[config.mk]
export PLATFORM = sky130hd
export DESIGN_NAME = pipereg_skid_stage
export DESIGN_NICKNAME = d
export VERILOG_FILES = /design/src/rtl/pipereg_skid_stage_pkg.sv /design/src/rtl/pipereg_skid_stage_sat_counter.sv /design/src/rtl/pipereg_skid_stage.sv
export SDC_FILE = /design/constraint.sdc
export NUM_CORES = 1
export LEC_CHECK = 0
export ABC_AREA = 1
export CORE_ASPECT_RATIO = 0.5
export CORE_UTILIZATION = 30
export CTS_CLUSTER_DIAMETER = 60
export CTS_CLUSTER_SIZE = 8
export DETAILED_ROUTE_END_ITERATION = 6
export PLACE_DENSITY = 0.57
export SYNTH_ARGS = -nofsm -noshare
export SYNTH_HDL_FRONTEND = slang
export SYNTH_HIERARCHICAL = 1
export SYNTH_SLANG_ARGS = --single-unit
[constraint.sdc]
create_clock -name clk -period 3.55 [get_ports clk]
set_clock_uncertainty 0.05 [all_clocks]
set_input_delay 0.355 -clock clk [delete_from_list [all_inputs] [get_ports clk]]
set_output_delay 0.355 -clock clk [all_outputs]
set_load 0.01 [all_outputs]
[src/rtl/pipereg_skid_stage_pkg.sv]
// Shared types and constants for the skid-buffered pipeline register.
// Callers can use PIPE_BUBBLE_PC when they build their BUBBLE_VAL payload.
package pipereg_skid_stage_pkg;

  typedef enum logic [1:0] {
    OCC_EMPTY = 2'd0,
    OCC_ONE   = 2'd1,
    OCC_TWO   = 2'd2
  } pipereg_occ_t;

  localparam logic [63:0] PIPE_BUBBLE_PC = 64'h8000_0000;

endpackage

[src/rtl/pipereg_skid_stage_sat_counter.sv]
// Saturating event counter that sticks at all-ones; clear is synchronous and wins over inc.
// The counter only exists when PIPEREG_PERF_EN is defined.
`ifdef PIPEREG_PERF_EN
module pipereg_sat_counter #(
  parameter int CNT_W = 32
) (
  input  logic             clk,
  input  logic             clear,
  input  logic             inc,
  output logic [CNT_W-1:0] count
);

  logic [CNT_W-1:0] count_q;
  logic [CNT_W-1:0] count_d;

  always_comb begin
    count_d = count_q;
    if (inc && !(&count_q)) begin
      count_d = count_q + 1'b1;
    end
  end

  always_ff @(posedge clk) begin
    if (clear) begin
      count_q <= '0;
    end else begin
      count_q <= count_d;
    end
  end

  assign count = count_q;

endmodule
`endif

[src/rtl/pipereg_skid_stage.sv]
// Pipeline register with valid/ready handshake and a 2-entry skid buffer (main + skid).
// Defining PIPEREG_PERF_EN adds the stall_cnt/bubble_cnt saturating performance counters.
module pipereg_skid_stage
  import pipereg_skid_stage_pkg::*;
#(
  parameter int               WIDTH      = 64,
  parameter logic [WIDTH-1:0] BUBBLE_VAL = '0,
  parameter int               CNT_W      = 32
) (
  input  logic             clk,
  input  logic             reset,
  input  logic             flush,
  input  logic             in_valid,
  output logic             in_ready,
  input  logic [WIDTH-1:0] in_data,
  output logic             out_valid,
  input  logic             out_ready,
  output logic [WIDTH-1:0] out_data,
  output logic [1:0]       occupancy
`ifdef PIPEREG_PERF_EN
  ,
  output logic [CNT_W-1:0] stall_cnt,
  output logic [CNT_W-1:0] bubble_cnt
`endif
);

  // Handshake: a transfer happens on a posedge where valid and ready are both high.
  // in_ready comes only from registered state, so out_ready never reaches in_ready combinationally.

  logic             m_vld_q, m_vld_d;
  logic [WIDTH-1:0] m_dat_q, m_dat_d;
  logic             s_vld_q, s_vld_d;
  logic [WIDTH-1:0] s_dat_q, s_dat_d;
  pipereg_occ_t     occ_state;
  logic             accept;
  logic             pop;

  always_comb begin
    case ({s_vld_q, m_vld_q})
      2'b00:   occ_state = OCC_EMPTY;
      2'b01:   occ_state = OCC_ONE;
      default: occ_state = OCC_TWO;
    endcase
  end

  assign in_ready  = ~s_vld_q;
  assign accept    = in_valid & in_ready;
  assign pop       = m_vld_q & out_ready;
  assign out_valid = m_vld_q;
  assign out_data  = m_vld_q ? m_dat_q : BUBBLE_VAL;
  assign occupancy = occ_state;

  always_comb begin
    m_vld_d = m_vld_q;
    m_dat_d = m_dat_q;
    s_vld_d = s_vld_q;
    s_dat_d = s_dat_q;
    case (occ_state)
      OCC_EMPTY: begin
        if (accept) begin
          m_vld_d = 1'b1;
          m_dat_d = in_data;
        end
      end
      OCC_ONE: begin
        if (pop && accept) begin
          m_dat_d = in_data;
        end else if (pop) begin
          m_vld_d = 1'b0;
          m_dat_d = BUBBLE_VAL;
        end else if (accept) begin
          s_vld_d = 1'b1;
          s_dat_d = in_data;
        end
      end
      OCC_TWO: begin
        if (pop) begin
          m_dat_d = s_dat_q;
          s_vld_d = 1'b0;
          s_dat_d = BUBBLE_VAL;
        end
      end
      default: ;
    endcase
    // Flush squashes both held entries and anything accepted this cycle.
    if (flush) begin
      m_vld_d = 1'b0;
      m_dat_d = BUBBLE_VAL;
      s_vld_d = 1'b0;
      s_dat_d = BUBBLE_VAL;
    end
  end

  always_ff @(posedge clk) begin
    if (reset) begin
      m_vld_q <= 1'b0;
      m_dat_q <= BUBBLE_VAL;
      s_vld_q <= 1'b0;
      s_dat_q <= BUBBLE_VAL;
    end else begin
      m_vld_q <= m_vld_d;
      m_dat_q <= m_dat_d;
      s_vld_q <= s_vld_d;
      s_dat_q <= s_dat_d;
    end
  end

`ifdef PIPEREG_PERF_EN
  pipereg_sat_counter #(.CNT_W(CNT_W)) u_stall_cnt (
    .clk   (clk),
    .clear (reset),
    .inc   (m_vld_q & ~out_ready),
    .count (stall_cnt)
  );

  pipereg_sat_counter #(.CNT_W(CNT_W)) u_bubble_cnt (
    .clk   (clk),
    .clear (reset),
    .inc   (~m_vld_q & out_ready),
    .count (bubble_cnt)
  );
`endif

endmodule

==> results_dict.tcl <==
set metrics [dict create \
    postSynthRegisterBits 130 \
    min_period_ps 2760 \
    grt-ovfl-total 0 \
    hold_buffers 0 \
    reg2reg_from "out_valid" \
    synth_mux_area_frac 0 \
    totalWireLength_mm 21.2 \
    fin_crit_sh 0.778 \
    fillers 2361 \
    hold-path-cell-count 2 \
    synth_top_family_by_area "simple AND/OR/NAND/NOR gates" \
    synth-edff-count 0 \
    start_util 0.310 \
    r2r_cells 4 \
    critical_path.top_delay_family "buffers and inverters" \
    drive_gt1_frac 0.0490 \
    antennaDiodeCount 0 \
    cts_setup_buffers 0 \
    synth-xor-area-share 0 \
    synth-simple-area-share 0.351 \
    maxSlewViolCount 0 \
    cts_tree "built" \
    synth_top_flop_cell "dfxtp_1" \
    wl_per_cell_um 14.5 \
    dr.pass1.iters 5 \
    seqCellArea_um2 2610 \
    p_per_area_nw_per_um2 430 \
    ant_nets 0 \
    clk_transition_reported_paths_ps 60 \
    gp_congestion 0.731 \
    grt_pass1_vias 6706 \
    yosysMostFrequentCell "nand2_1" \
    dieWidth_um 215 \
    synth_cell_types 22 \
    syn_to_final_growth_pct 29.3 \
    die_h_um 109 \
    crit_path_top_delay_cell "dfxtp_4" \
    clockBufferDepth 2 \
    root_buffer "clkbuf_16" \
    synth_fp_nets 1147 \
    synth_largest_area_cell "dfxtp_1" \
    synthAdderAreaFrac 0 \
    drtIter0Drc 446 \
    hold_start "s_dat_q[58]" \
    htreeDepth 4 \
    dieArea_um2 23400 \
    clkSinkCount 130 \
    maxCapViolations 0 \
    grt_setup_unrepaired "false" \
    remaining_drc_errors 0 \
    multi_input_area_um2 3070 \
    clk_latency_ps 410 \
    r2r_end "s_dat_q[41]" \
    cts_made_buffers 17 \
    dr_total_vias 7002 \
    yosysSeqAreaShare 0.381 \
    nets 1221 \
    arrival_ps 2360 \
    synthArstFlopShare 0 \
    startpoint_type "flip-flop" \
    syn_inst 1078 \
    power.leakage_nw 4.26 \
    whs_ps 431 \
    postSynthAreaPerCell_um2 6.33 \
    fin_setup_tns_ps 0 \
    max_clock_freq_mhz 362 \
    via_per_inst 4.78 \
    grt_usage 0.181 \
    worstHoldPathType "reg -> reg" \
    grt_max_degree 70 \
    synth_compound_area_frac 0.0947 \
    antenna_found_initial 0 \
    grt_first_pass_wirelength_mm 34.2 \
    crit_path_start "out_valid" \
    synth.area.top_cells "dfxtp_1 (38%), nand2_1 (15%), inv_1 (10%), nand3_1 (9.4%), a21oi_1 (9.3%)" \
    core_um2 22000 \
    dpl.hpwl_mm 12.0 \
    ys_warn_count 6 \
    tightest_slew_ps 1260 \
    cts_resized 0 \
    crit_chain "buf_4 -> inv_2 -> nor2_1 -> clkdlybuf4s50_1" \
    end_kind "output port" \
    reg2reg_slack_ps 1010 \
    crit_path_max_fanout 46 \
    critical_path_class "reg -> out" \
    critPathBufInv 3 \
    rows 38 \
    ir_drop_v 0.000316 \
    slew_headroom 0.162 \
    synth_top_area_frac 0.381 \
    setup_viol 0 \
    worst_ep_required_time_ps 3140 \
    synth_common_cells "nand2_1 (264), inv_1 (191), dfxtp_1 (130)" \
    holdPathEnd "s_dat_q[58]" \
    critPathMaxStageDelay_ps 750 \
    netlist_area_um2 6830 \
    ios 137 \
    status "completed" \
    io_buffers 136 \
    hold_viol 0 \
]
[through the flow]
| stage | cell area (um^2) | power, mW | setup slack, ps | instances | utilization |
|---|---|---|---|---|---|
| 4_1_cts | 8830 | 3.83 | 744 | 1464 | 0.401 |
| 6_report | 8830 | 3.80 | 787 | 1464 | 0.401 |
| 2_1_floorplan | 6830 | 1.79 | 2110 | 1078 | - |
| 5_1_grt | 8830 | 3.95 | 628 | 1464 | 0.401 |
| 3_3_place_gp | 8210 | 1.96 | 899 | 1433 | 0.373 |
| 3_5_place_dp | 8210 | 1.96 | 877 | 1433 | 0.373 |
[flip-flops by register name (all words and copies together), names as in the netlist]
register / flops
m_dat_q: 64
s_vld_q: 1
out_valid: 1
s_dat_q: 64
[layout by cell type (no fill, tap or decap), types with 2 or more instances in the layout]
cell type	synthesis	layout
inv_1	191	190
clkinvlp_4	0	4
bufinv_16	0	4
clkbuf_16	0	17
inv_4	1	2
nand2_2	2	4
nor2_1	71	70
inv_2	3	4
nand2_4	2	2
dfxtp_1	130	128
buf_4	8	8
a21oi_1	127	127
nand3_4	0	2
nand2_1	264	262
clkinv_2	0	2
clkdlybuf4s50_1	0	136
nand4_1	63	63
nand3_1	128	128
[logic make-up (layout without fill, tap and decap cells)]
logic type | count (synthesis) | count (layout)
AO/OA/AOI/OAI | 129 | 129
buffers and inverters | 284 | 370
flip-flops | 130 | 130
AND/OR/NAND/NOR | 535 | 535
[how the worst max path moves through the flow]
stage	end	cells after the start
2_1_floorplan	out_data[16]	5
3_3_place_gp	s_dat_q[58]	6
3_5_place_dp	s_dat_q[28]	6
4_1_cts	occupancy[0]	4
5_1_grt	occupancy[0]	4
6_report	occupancy[0]	4
[area by class of cell]
| cell class | count | area share |
|---|---|---|
| multi-input combinational | 664 | 0.348 |
| sequential | 130 | 0.295 |
| timing repair buffer | 144 | 0.161 |
| inverter | 195 | 0.0832 |
| clock buffer | 18 | 0.0497 |
| tap | 300 | 0.0425 |
| clock inverter | 13 | 0.0208 |
[per-layer routing]
metal,GRT usage,share of wire
met1,0.231,0.47
met2,0.313,0.48
met5,0,0
met4,0.0633,0.015
met3,0.0293,0.040
[worst min-delay path, stage by stage, from the launching register on]
cell,delay (ps)
dfxtp_1,310
nand3_1,70
a21oi_1,50
[where the power goes]
| group | internal (mW) | switching [mW] |
|---|---|---|
| Combinational | 0.171 | 0.227 |
| Sequential | 1.50 | 0.0285 |
| Clock | 1.19 | 0.683 |
Note: power is estimated with default switching activity, not from simulation.
